File: config.mk
export PLATFORM = sky130hd
export DESIGN_NAME = csr_trap_unit
export DESIGN_NICKNAME = d
export VERILOG_FILES = /design/src/rtl/csr_pkg.sv /design/src/rtl/csr_counters.sv /design/src/rtl/csr_trap_unit.sv
export SDC_FILE = /design/constraint.sdc
export NUM_CORES = 1
export LEC_CHECK = 0
export CAP_MARGIN = 20
export CORE_ASPECT_RATIO = 0.6
export CORE_MARGIN = 2
export CORE_UTILIZATION = 45
export CTS_CLUSTER_DIAMETER = 40
export CTS_CLUSTER_SIZE = 14
export DETAILED_ROUTE_END_ITERATION = 10
export PLACE_DENSITY = 0.67
export SETUP_SLACK_MARGIN = 0.4
export SYNTH_ARGS = -nofsm -noshare
export SYNTH_HDL_FRONTEND = slang
export SYNTH_SLANG_ARGS = --single-unit
File: constraint.sdc
create_clock -name clk -period 7.17 [get_ports clk]
set_input_delay 1.0755 -clock clk [delete_from_list [all_inputs] [get_ports clk]]
set_output_delay 1.0755 -clock clk [all_outputs]
set_load 0.005 [all_outputs]
File: src/rtl/csr_pkg.sv
// Shared definitions for the user-mode CSR/trap unit: CSR addresses, cause codes,
// CSR op encodings and ustatus bit positions.
package csr_pkg;

    localparam logic [11:0] CSR_USTATUS  = 12'h000;
    localparam logic [11:0] CSR_UIE      = 12'h004;
    localparam logic [11:0] CSR_UTVEC    = 12'h005;
    localparam logic [11:0] CSR_USCRATCH = 12'h040;
    localparam logic [11:0] CSR_UEPC     = 12'h041;
    localparam logic [11:0] CSR_UCAUSE   = 12'h042;
    localparam logic [11:0] CSR_UTVAL    = 12'h043;
    localparam logic [11:0] CSR_UIP      = 12'h044;
    localparam logic [11:0] CSR_CYCLE    = 12'hC00;
    localparam logic [11:0] CSR_INSTRET  = 12'hC02;
    localparam logic [11:0] CSR_CYCLEH   = 12'hC80;
    localparam logic [11:0] CSR_INSTRETH = 12'hC82;

    localparam logic [31:0] CAUSE_ILLEGAL = 32'd2;
    localparam logic [31:0] CAUSE_BREAK   = 32'd3;
    localparam logic [31:0] CAUSE_ECALL_U = 32'd8;

    localparam logic [3:0] IRQ_SOFT  = 4'd0;
    localparam logic [3:0] IRQ_TIMER = 4'd4;
    localparam logic [3:0] IRQ_EXT   = 4'd8;

    localparam logic [2:0] F3_CSRRW  = 3'b001;
    localparam logic [2:0] F3_CSRRS  = 3'b010;
    localparam logic [2:0] F3_CSRRC  = 3'b011;
    localparam logic [2:0] F3_CSRRWI = 3'b101;
    localparam logic [2:0] F3_CSRRSI = 3'b110;
    localparam logic [2:0] F3_CSRRCI = 3'b111;

    // funct3[1:0] selects the operation; funct3[2] only selects the source.
    typedef enum logic [1:0] {
        CSR_OP_NONE = 2'b00,
        CSR_OP_RW   = 2'b01,
        CSR_OP_RS   = 2'b10,
        CSR_OP_RC   = 2'b11
    } csr_op_e;

    localparam int USTATUS_UIE  = 0;
    localparam int USTATUS_UPIE = 4;

    localparam logic [31:0] UIE_MASK = 32'h0000_0111;

    function automatic logic [31:0] csr_modify(input csr_op_e op,
                                               input logic [31:0] old_val,
                                               input logic [31:0] src);
        case (op)
            CSR_OP_RW: csr_modify = src;
            CSR_OP_RS: csr_modify = old_val | src;
            CSR_OP_RC: csr_modify = old_val & ~src;
            default:   csr_modify = old_val;
        endcase
    endfunction

endpackage

File: src/rtl/csr_counters.sv
// 64-bit cycle and instret counters with their read-only CSR read mux.
module csr_counters
    import csr_pkg::*;
(
    input  logic        clk,
    input  logic        rst,
    input  logic        instret_inc,
    input  logic [11:0] addr,
    output logic [31:0] rdata,
    output logic        hit
);

    logic [63:0] cycle_q;
    logic [63:0] instret_q;

    // NOTE: state registers use non-blocking assignments so every flop samples pre-edge values.
    always_ff @(posedge clk) begin
        if (rst) begin
            cycle_q   <= 64'd0;
            instret_q <= 64'd0;
        end else begin
            cycle_q <= cycle_q + 64'd1;
            if (instret_inc) begin
                instret_q <= instret_q + 64'd1;
            end
        end
    end

    // NOTE: defaults first so no path through the case leaves an output unassigned (no latch).
    always_comb begin
        rdata = 32'd0;
        hit   = 1'b1;
        case (addr)
            CSR_CYCLE:    rdata = cycle_q[31:0];
            CSR_INSTRET:  rdata = instret_q[31:0];
            CSR_CYCLEH:   rdata = cycle_q[63:32];
            CSR_INSTRETH: rdata = instret_q[63:32];
            default:      hit   = 1'b0;
        endcase
    end

endmodule

File: src/rtl/csr_trap_unit.sv
// User-mode CSR file with read/modify/write, trap entry for exceptions and
// interrupts, uret return and the fetch redirect target.
module csr_trap_unit
    import csr_pkg::*;
#(
    parameter logic [31:0] RESET_UTVEC  = 32'h0000_0000,
    parameter bit          HAS_COUNTERS = 1'b1
) (
    input  logic        clk,
    input  logic        rst,
    input  logic        instr_valid,
    input  logic [31:0] pc,
    input  logic [31:0] instr,
    input  logic        csr,
    input  logic [2:0]  funct3,
    input  logic [31:0] rs1_data,
    input  logic        exception,
    input  logic [31:0] cause,
    input  logic        uret,
    input  logic        ext_irq,
    input  logic        timer_irq,
    output logic [31:0] csr_rdata,
    output logic        redirect,
    output logic [31:0] redirect_pc,
    output logic        trap_taken
);

    logic        uie_bit_q;
    logic        upie_q;
    logic [31:0] uie_q;
    logic [31:0] utvec_q;
    logic [31:0] uscratch_q;
    logic [31:0] uepc_q;
    logic [31:0] ucause_q;
    logic [31:0] utval_q;
    logic        usip_q;

    logic [11:0] csr_addr;
    logic [4:0]  src_field;
    csr_op_e     op;
    logic [31:0] src;
    logic        write_attempt;
    logic        read_only;
    logic        mapped;
    logic [31:0] old_val;
    logic [31:0] new_val;
    logic [31:0] uip_val;
    logic [31:0] irq_vec;
    logic [3:0]  irq_code;
    logic        csr_illegal;
    logic        irq_take;
    logic        exc_take;
    logic        uret_take;
    logic        csr_we;
    logic [31:0] exc_cause;
    logic [31:0] vec_offset;
    logic [31:0] cnt_rdata;
    logic        cnt_hit;

    assign csr_addr  = instr[31:20];
    assign src_field = instr[19:15];
    assign op        = csr_op_e'(funct3[1:0]);
    assign src       = funct3[2] ? {27'd0, src_field} : rs1_data;

    // RS/RC with a zero source field are pure reads and never count as a write.
    assign write_attempt = (op == CSR_OP_RW) ||
                           (((op == CSR_OP_RS) || (op == CSR_OP_RC)) && (src_field != 5'd0));
    assign read_only     = (csr_addr[11:10] == 2'b11);

    assign uip_val = {23'd0, ext_irq, 3'd0, timer_irq, 3'd0, usip_q};
    assign irq_vec = uie_q & uip_val;

    always_comb begin
        if (irq_vec[8])      irq_code = IRQ_EXT;
        else if (irq_vec[4]) irq_code = IRQ_TIMER;
        else                 irq_code = IRQ_SOFT;
    end

    generate
        if (HAS_COUNTERS) begin : g_counters
            csr_counters u_counters (
                .clk         (clk),
                .rst         (rst),
                .instret_inc (instr_valid & ~trap_taken),
                .addr        (csr_addr),
                .rdata       (cnt_rdata),
                .hit         (cnt_hit)
            );
        end else begin : g_no_counters
            assign cnt_rdata = 32'd0;
            assign cnt_hit   = 1'b0;
        end
    endgenerate

    always_comb begin
        old_val = 32'd0;
        mapped  = 1'b1;
        case (csr_addr)
            CSR_USTATUS: begin
                old_val[USTATUS_UIE]  = uie_bit_q;
                old_val[USTATUS_UPIE] = upie_q;
            end
            CSR_UIE:      old_val = uie_q;
            CSR_UTVEC:    old_val = utvec_q;
            CSR_USCRATCH: old_val = uscratch_q;
            CSR_UEPC:     old_val = uepc_q;
            CSR_UCAUSE:   old_val = ucause_q;
            CSR_UTVAL:    old_val = utval_q;
            CSR_UIP:      old_val = uip_val;
            default: begin
                old_val = cnt_rdata;
                mapped  = cnt_hit;
            end
        endcase
    end

    assign csr_rdata = old_val;
    assign new_val   = csr_modify(op, old_val, src);

    assign csr_illegal = csr & instr_valid & (~mapped | (write_attempt & read_only));

    // Trap decisions are held off during reset so the outputs reflect the reset state.
    assign irq_take   = ~rst & instr_valid & uie_bit_q & (|irq_vec);
    assign exc_take   = ~rst & instr_valid & ~irq_take & (exception | csr_illegal);
    assign trap_taken = irq_take | exc_take;
    assign uret_take  = ~rst & instr_valid & ~trap_taken & uret;
    assign csr_we     = ~rst & instr_valid & csr & ~trap_taken & ~uret & write_attempt;

    assign exc_cause  = csr_illegal ? CAUSE_ILLEGAL : cause;
    assign vec_offset = (irq_take && utvec_q[0]) ? {26'd0, irq_code, 2'b00} : 32'd0;

    assign redirect    = trap_taken | uret_take;
    assign redirect_pc = trap_taken ? ({utvec_q[31:2], 2'b00} + vec_offset) : uepc_q;

    always_ff @(posedge clk) begin
        if (rst) begin
            uie_bit_q  <= 1'b0;
            upie_q     <= 1'b0;
            uie_q      <= 32'd0;
            utvec_q    <= {RESET_UTVEC[31:2], 1'b0, RESET_UTVEC[0]};
            uscratch_q <= 32'd0;
            uepc_q     <= 32'd0;
            ucause_q   <= 32'd0;
            utval_q    <= 32'd0;
            usip_q     <= 1'b0;
        end else if (trap_taken) begin
            uepc_q    <= {pc[31:2], 2'b00};
            upie_q    <= uie_bit_q;
            uie_bit_q <= 1'b0;
            if (irq_take) begin
                ucause_q <= {1'b1, 27'd0, irq_code};
                utval_q  <= 32'd0;
            end else begin
                ucause_q <= exc_cause;
                utval_q  <= (exc_cause == CAUSE_ILLEGAL) ? instr : 32'd0;
            end
        end else if (uret_take) begin
            uie_bit_q <= upie_q;
            upie_q    <= 1'b1;
        end else if (csr_we) begin
            case (csr_addr)
                CSR_USTATUS: begin
                    uie_bit_q <= new_val[USTATUS_UIE];
                    upie_q    <= new_val[USTATUS_UPIE];
                end
                CSR_UIE:      uie_q      <= new_val & UIE_MASK;
                CSR_UTVEC:    utvec_q    <= {new_val[31:2], 1'b0, new_val[0]};
                CSR_USCRATCH: uscratch_q <= new_val;
                CSR_UEPC:     uepc_q     <= {new_val[31:2], 2'b00};
                CSR_UCAUSE:   ucause_q   <= new_val;
                CSR_UTVAL:    utval_q    <= new_val;
                CSR_UIP:      usip_q     <= new_val[0];
                default: ;
            endcase
        end
    end

endmodule

After elaboration in Yosys (flattened, before gate mapping). Index checks and enable logic that the tools add are counted. Widths: inputs -> output; s select.

Flip-flop bits (word level): 291. Bits of input ports: 139. Output and inout bits: 66. Word-level logic and storage cells: 124.

Add/subtract/negate cells: 3. Equal/unequal tests: 17. Multiplexer cells: 36. Bitwise operators: 29. Reductions and logical operators: 28.

Operator list (count): $mux 32 (18); $pmux 27 s8 (1); $add 64x1->64 const B (2); $pmux 32 s4 (1); $pmux 32 s3 (1); $eq 12x7->1 const B (5); $eq 12x12->1 const B (4); $add 32x6->32 (1); $and 32x32->32 (1); $eq 32x2->1 const B (1); $not 32->32 (1); $or 32x32->32 (1); $reduce_or 32->1 (1); $eq 12x3->1 const B (2); $pmux 3 s6 (1); $pmux 1 s8 (2); $reduce_and 4->1 (4); $and 1x1->1 (15); $logic_not 12->1 (1); $reduce_bool 2->1 (6); $and 9x9->9 (1); $mux 1 (9); $reduce_and 3->1 (3); $reduce_or 8->1 (1); 16 further kinds (30).

Depth between registers and ports, before layout.
Depth after elaboration: 17. Depth in mapped cells: 13. Mapped depth without buffers: 13.

Cells and area by module. From an unflattened synthesis, not the netlist that was laid out.

Cell total of the unflattened synthesis: 2134. Area, all modules: 17459.2 µm².

Modules (own cells, without submodules): csr_trap_unit (instances 1, cells each 1325, area each 10410.0 µm², seq. area each 3263.1 µm²); csr_counters (instances 1, cells each 809, area each 7049.3 µm², seq. area each 2562.5 µm²).

Worst setup path before layout. OpenSTA, ideal clock, no wires.

Kind: input port to output port. From: input rst. To: output redirect_pc[28]. Arrival time: 3.422 ns. Data required time: 6.094 ns. Path slack: 2.673 ns. Stages: 13. Buffers on the path: 0. Cells stage by stage: nand3b_1 nor3b_1 and2_1 ha_1 inv_1 fa_1 nand3b_1 nor2_1 nand3_1 nor2_1 nand3_1 xor2_1 o21ai_0.

Longest elaborated chain between the ends: 9. Elaborated cells on any way between the ends: 12. Classes of those cells: add/sub: 1; mux: 2; bitwise: 8; reduce/logical: 1.

RTL lines: start, declared (line csr_trap_unit.sv:10) `input logic rst,`; $not 1->1 * (line csr_trap_unit.sv:123, csr_trap_unit.sv:124); $and 1x1->1 * (line csr_trap_unit.sv:123, csr_trap_unit.sv:124); parallel branches: the longest is 6 deep, another holds $add 32x6->32; $mux 32 * (line csr_trap_unit.sv:133) `assign redirect_pc = trap_taken ? ({utvec_q[31:2], 2'b00} + vec_offset) : uepc_q;`; end, declared (line csr_trap_unit.sv:24) `output logic [31:0] redirect_pc,`.

Every way passes the cells marked *.

Final worst setup path.
From: input instr[26]. To: output redirect_pc[6].

Longest elaborated chain between the ends: 11. Elaborated cells on any way between the ends: 23. Classes of those cells: eq/ne: 11; mux: 3; bitwise: 6; reduce/logical: 3.

RTL lines: start, declared (line csr_trap_unit.sv:13) `input logic [31:0] instr,`; $eq 12x12->1 (line csr_counters.sv:33) `case (addr)`; $reduce_or 4->1 (no line); $mux 1 (line csr_counters.sv:33); $mux 1 * (line csr_trap_unit.sv:98) `case (csr_addr)`; $not 1->1 * (line csr_trap_unit.sv:120) `assign csr_illegal = csr & instr_valid & (~mapped | (write_attempt & read_only));`; $or 1x1->1 * (line csr_trap_unit.sv:120); $and 1x1->1 * (line csr_trap_unit.sv:120); $or 1x1->1 * (line csr_trap_unit.sv:124) `assign exc_take = ~rst & instr_valid & ~irq_take & (exception | csr_illegal);`; $and 1x1->1 * (line csr_trap_unit.sv:124); $or 1x1->1 * (line csr_trap_unit.sv:125) `assign trap_taken = irq_take | exc_take;`; $mux 32 * (line csr_trap_unit.sv:133).

Every way passes the cells marked *; elsewhere a longest branch is shown, timed or not.

==> flow_summary.html <==
<table>
<tr><th>Metric</th><th>Value</th></tr>
<tr><th colspan="2">Power and ir drop</th></tr>
<tr><td>Sw power</td><td>between 1 and 1.5 mW</td></tr>
<tr><td>Combinational Power Share</td><td>11.3%</td></tr>
<tr><td>Power per Cell Area</td><td>about 200 mW/mm^2</td></tr>
<tr><td>Switch share</td><td>27.67%</td></tr>
<tr><td>Share of power burned in registers</td><td>42.0%</td></tr>
<tr><td>Internal portion of total power</td><td>between 2 and 3 mW</td></tr>
<tr><td>LEAKAGE</td><td>6.732 nW</td></tr>
<tr><td>Part of the total power dissipated in the clock network</td><td>between 40% and 50%</td></tr>
<tr><td>Largest voltage drop on the vdd net</td><td>roughly 140 uV</td></tr>
<tr><th colspan="2">Worst setup path</th></tr>
<tr><td>Worst reg2reg path endpoint</td><td>ucause_q[28]$_SDFFE_PP0P_</td></tr>
<tr><td>Reg2Reg Depth</td><td>9</td></tr>
<tr><td>Worst setup EP type</td><td>primary output</td></tr>
<tr><td>Category of the worst setup path launch point</td><td>input pin</td></tr>
<tr><td>Critical register-to-register path startpoint</td><td>uie_bit_q$_SDFFE_PP0P_</td></tr>
<tr><td>Data arrival time of the critical path</td><td>5.39 ns</td></tr>
<tr><td>Required time worst endpoint</td><td>between 6 and 7 ns</td></tr>
<tr><td>Maximum fanout along the worst path</td><td>26</td></tr>
<tr><td>Critical path type</td><td>in -&gt; out</td></tr>
<tr><td>Slack of the worst reg-to-reg path</td><td>between 3 and 4 ns</td></tr>
<tr><th colspan="2">Route</th></tr>
<tr><td>Number of detailed-route iterations in the first pass</td><td>9</td></tr>
<tr><td>Number of remaining DRC errors</td><td>0</td></tr>
<tr><td>Via total after detailed routing</td><td>~17000</td></tr>
<tr><td>Iteration-0 DRC count of the detailed router</td><td>around 2800</td></tr>
<tr><td>Routed length per instance</td><td>roughly 25 um</td></tr>
<tr><td>Highest metal layer with signal wires</td><td>met5</td></tr>
<tr><td>Routed wl met3</td><td>9170 um</td></tr>
<tr><td>Average vias per placed instance</td><td>roughly 6.5</td></tr>
<tr><td>Total length of routed wires</td><td>about 67000 um</td></tr>
<tr><td>Post-detailed-route count of antenna-violating nets</td><td>0</td></tr>
<tr><td>Met1 wire length</td><td>a little under 30000 um</td></tr>
<tr><td>WL met2</td><td>25760 um</td></tr>
<tr><th colspan="2">STA</th></tr>
<tr><td>Fraction of the cycle the final worst path needs</td><td>around nine tenths</td></tr>
<tr><td>Sum of negative setup slack</td><td>0 ns</td></tr>
<tr><td>Final count of pins violating max slew</td><td>0</td></tr>
<tr><td>Timing-limited maximum frequency</td><td>approximately 150 MHz</td></tr>
<tr><td>RSZ-0062 raised after global routing</td><td>false</td></tr>
<tr><td>Min Tclk post-route</td><td>around 6.5 ns</td></tr>
<tr><td>Clock Skews</td><td>~0.037 ns</td></tr>
<tr><td>Normalized max-slew margin</td><td>between 20% and 30%</td></tr>
<tr><td>Finish-stage setup viols</td><td>0</td></tr>
<tr><td>Measured slew at the worst slew-check pin</td><td>1.149 ns</td></tr>
<tr><td>Hold Fails Final Rpt</td><td>0</td></tr>
<tr><th colspan="2">Die</th></tr>
<tr><td>Core box area</td><td>0.03621 mm^2</td></tr>
<tr><td>Initial core utilization</td><td>45.52%</td></tr>
<tr><td>IO Pins</td><td>a little over 200</td></tr>
<tr><td>Number of core rows</td><td>54</td></tr>
<tr><td>Die area</td><td>0.03823 mm^2</td></tr>
<tr><td>DIE WIDTH</td><td>roughly 250 um</td></tr>
<tr><td>Overall die height</td><td>about 150 um</td></tr>
<tr><th colspan="2">Finish</th></tr>
<tr><td>Post-Route Utilization</td><td>a little under three fifths</td></tr>
<tr><td>Number of nets in the layout</td><td>approximately 2300</td></tr>
<tr><td>Sequential cell area</td><td>just under 0.006 mm^2</td></tr>
<tr><td>Area growth syn-to-layout</td><td>22.31%</td></tr>
<tr><td>Non-Filler Instances</td><td>2676</td></tr>
<tr><td>Filler instances</td><td>around 3300</td></tr>
<tr><td>Fraction of layout cells with a size suffix above 1</td><td>10.23%</td></tr>
<tr><td>Footprint of the multi-input gates</td><td>between 0.009 and 0.01 mm^2</td></tr>
<tr><th colspan="2">Clocking</th></tr>
<tr><td>Number of resized instances in the post-cts repair step</td><td>0</td></tr>
<tr><td>Clk buf depth</td><td>3</td></tr>
<tr><td>Clock transition at the registers of the reported paths</td><td>0.06 ns</td></tr>
<tr><td>Total clock sinks</td><td>between 200 and 300</td></tr>
<tr><td>Clock tree from TritonCTS</td><td>yes</td></tr>
<tr><td>Number of buffers inserted to repair setup after CTS</td><td>0</td></tr>
<tr><td>Clock insertion delay at the later pin of the skew report</td><td>around 0.56 ns</td></tr>
<tr><td>Quantity of hold-fixing buffers added after cts</td><td>0</td></tr>
<tr><td>Count of H-tree levels built during CTS</td><td>2</td></tr>
<tr><td>Clock tree root driver cell</td><td>sky130_fd_sc_hd__clkbuf_16</td></tr>
<tr><td>Number of buffers created by CTS</td><td>36</td></tr>
<tr><th colspan="2">Logic synthesis</th></tr>
<tr><td>Mean Syn Cell Area</td><td>8.097 um^2</td></tr>
<tr><td>Netlist cell types</td><td>73</td></tr>
<tr><td>Cell taking the most area after synthesis</td><td>sky130_fd_sc_hd__dfxtp_1</td></tr>
<tr><td>Post-synth EDFFs</td><td>0</td></tr>
<tr><td>Yosys top cell area share</td><td>between 30 and 40%</td></tr>
<tr><td>Sequential fraction of the synthesis area</td><td>a little over a third</td></tr>
<tr><td>Leading cell type by number of instances after synthesis</td><td>sky130_fd_sc_hd__dfxtp_1</td></tr>
<tr><td>Proportion of register bits with asynchronous set or reset after synthesis</td><td>0%</td></tr>
<tr><td>Top FF cell, synth</td><td>sky130_fd_sc_hd__dfxtp_1</td></tr>
<tr><td>#FFs+latches synth</td><td>about 290</td></tr>
<tr><td>Ranking of synthesized cells by area</td><td>sky130_fd_sc_hd__dfxtp_1, sky130_fd_sc_hd__nor2_1, sky130_fd_sc_hd__mux2_2</td></tr>
<tr><td>Most frequent cells after synthesis</td><td>sky130_fd_sc_hd__dfxtp_1, sky130_fd_sc_hd__nor2_1, sky130_fd_sc_hd__nand2_1, sky130_fd_sc_hd__clkbuf_1, sky130_fd_sc_hd__o21ai_0</td></tr>
<tr><td>Instance count of the mapped netlist</td><td>2036</td></tr>
<tr><td>Synthesis warning total</td><td>0</td></tr>
<tr><td>Post-Syn Area</td><td>approximately 0.016 mm^2</td></tr>
<tr><th colspan="2">Global routing</th></tr>
<tr><td>Vias in the first global route</td><td>about 16000</td></tr>
<tr><td>Grt ovf</td><td>0</td></tr>
<tr><td>Number of antenna violations at the first check in global routing</td><td>1</td></tr>
<tr><td>Global Route Usage Sum</td><td>approximately a third</td></tr>
<tr><td>Wire length of the first global-routing pass</td><td>around 99000 um</td></tr>
<tr><td>Maximum number of pins on one net before global-route repair</td><td>97</td></tr>
<tr><th colspan="2">Placed design</th></tr>
<tr><td>Buffers added on ports</td><td>200</td></tr>
<tr><td>Global placement routability congestion</td><td>between 0.9 and 1</td></tr>
<tr><td>Detailed Place HPWL</td><td>between 40000 and 50000 um</td></tr>
<tr><td>Cell Count Post-Placement</td><td>roughly 2600</td></tr>
<tr><th colspan="2">Worst hold path</th></tr>
<tr><td>Min-Delay Path Depth</td><td>2</td></tr>
<tr><td>Origin of the worst min-delay path</td><td>uscratch_q[1]$_SDFFE_PP0P_</td></tr>
<tr><td>Destination of the worst hold path</td><td>uscratch_q[1]$_SDFFE_PP0P_</td></tr>
<tr><td>Kind of path behind the tightest hold check</td><td>reg -&gt; reg</td></tr>
<tr><th colspan="2">Run status</th></tr>
<tr><td>Run status</td><td>finished clean</td></tr>
<tr><th colspan="2">Run</th></tr>
<tr><td>Max-cap violation count</td><td>0</td></tr>
</table>
## final cells by class
type,count,share of cell area [%]
clock buffers,47,5.033
inverters,59,1.098
clock inverters,19,0.9991
multi-input cells,1533,49.17
repair buffers,250,11.85
diodes,1,0.01241
well taps,476,2.954
flip-flops and latches,291,28.89
## cells by family after synthesis
logic type / share of synthesized area [%]
flops: 35.34
compound gates: 21.36
xor+xnor: 6.588
simple gates: 23.85
fa+ha+maj: 0.4250
mux: 7.392
buf+inv: 5.024
other cells: 0.02275
## power groups by stage
stage	Combinational, mW	Clock, mW	Sequential, mW
final	0.455	1.88	1.69
after global routing	0.476	1.96	1.69
after CTS	0.440	1.89	1.69
after detailed placement	0.438	0	1.72
after global placement	0.432	0	1.72
after floorplan	0.220	0	1.71
## how the worst max path moves through the flow
stage	from	cells after the start	slack (ns)	endpoint
2_1_floorplan	rst	13	2.67	redirect_pc[28]
3_3_place_gp	instr[26]	9	0.96	redirect_pc[6]
3_5_place_dp	instr[26]	9	0.95	redirect_pc[6]
4_1_cts	instr[26]	9	0.92	redirect_pc[6]
5_1_grt	instr[26]	9	0.70	redirect_pc[5]
6_report	instr[26]	9	0.70	redirect_pc[6]
## layer usage
| layer | vias to the layer above | global-route usage, % |
|---|---|---|
| met1 | 8308 | 50.80 |
| met3 | 138 | 9.857 |
| met5 | - | 0 |
| li1 | 7824 | - |
| met4 | 2 | 10.69 |
| met2 | 1152 | 44.97 |
## worst max-delay path, stage by stage
cell                              delay [ns]
sky130_fd_sc_hd__clkdlybuf4s50_1        0.71
sky130_fd_sc_hd__nor4b_1                0.97
sky130_fd_sc_hd__nand4b_1               0.33
sky130_fd_sc_hd__nand4b_1               0.22
sky130_fd_sc_hd__buf_4                  0.19
sky130_fd_sc_hd__and2_2                 0.50
sky130_fd_sc_hd__inv_2                  0.40
sky130_fd_sc_hd__a21oi_1                0.40
sky130_fd_sc_hd__clkdlybuf4s50_1        0.58
## cell usage in the layout, fill, tap and decap left out, types with 6 or more instances in the layout
cell type	n
sky130_fd_sc_hd__a211oi_1	60
sky130_fd_sc_hd__a21oi_1	79
sky130_fd_sc_hd__a221o_1	8
sky130_fd_sc_hd__a221oi_1	30
sky130_fd_sc_hd__a222oi_1	46
sky130_fd_sc_hd__a22oi_1	58
sky130_fd_sc_hd__a2bb2oi_1	17
sky130_fd_sc_hd__a31oi_1	10
sky130_fd_sc_hd__and2_1	6
sky130_fd_sc_hd__and3_1	23
sky130_fd_sc_hd__and4_1	20
sky130_fd_sc_hd__buf_4	47
sky130_fd_sc_hd__clkbuf_1	6
sky130_fd_sc_hd__clkbuf_16	38
sky130_fd_sc_hd__clkdlybuf4s50_1	196
sky130_fd_sc_hd__dfxtp_1	291
sky130_fd_sc_hd__inv_1	56
sky130_fd_sc_hd__mux2_2	78
sky130_fd_sc_hd__mux2i_1	34
sky130_fd_sc_hd__nand2_1	151
sky130_fd_sc_hd__nand3_1	112
sky130_fd_sc_hd__nand4_1	46
sky130_fd_sc_hd__nor2_1	242
sky130_fd_sc_hd__nor2b_1	34
sky130_fd_sc_hd__nor3_1	37
sky130_fd_sc_hd__nor4_1	37
sky130_fd_sc_hd__o211ai_1	28
sky130_fd_sc_hd__o21ai_0	113
sky130_fd_sc_hd__o2bb2ai_1	9
sky130_fd_sc_hd__o31ai_1	6
sky130_fd_sc_hd__or2_2	6
sky130_fd_sc_hd__or3_1	28
sky130_fd_sc_hd__or4_1	9
sky130_fd_sc_hd__xnor2_1	62
sky130_fd_sc_hd__xor2_1	62
## sequential cells by signal, summed over array words and instances (netlist names)
name                             flops
ucause_q                            32
utvec_q                             31
uie_bit_q                            1
g_counters.u_counters.cycle_q       64
g_counters.u_counters.instret_q     64
upie_q                               1
utval_q                             32
uie_q                                3
usip_q                               1
uscratch_q                          32
uepc_q                              30
## metrics by stage
| step | instance area, um^2 | total power [mW] | setup slack, ns | hold WS [ns] |
|---|---|---|---|---|
| 6_report | 20160 | 4.023 | 0.7040 | 0.4577 |
| 5_1_grt | 20160 | 4.128 | 0.6951 | 0.4714 |
| 4_1_cts | 20130 | 4.015 | 0.9207 | 0.4558 |
| 3_5_place_dp | 18920 | 2.162 | 0.9527 | 0.4489 |
| 3_3_place_gp | 18920 | 2.154 | 0.9566 | 0.4414 |
| 2_1_floorplan | 16490 | 1.935 | 2.673 | 0.4234 |
(Power assumes the default switching activity.)
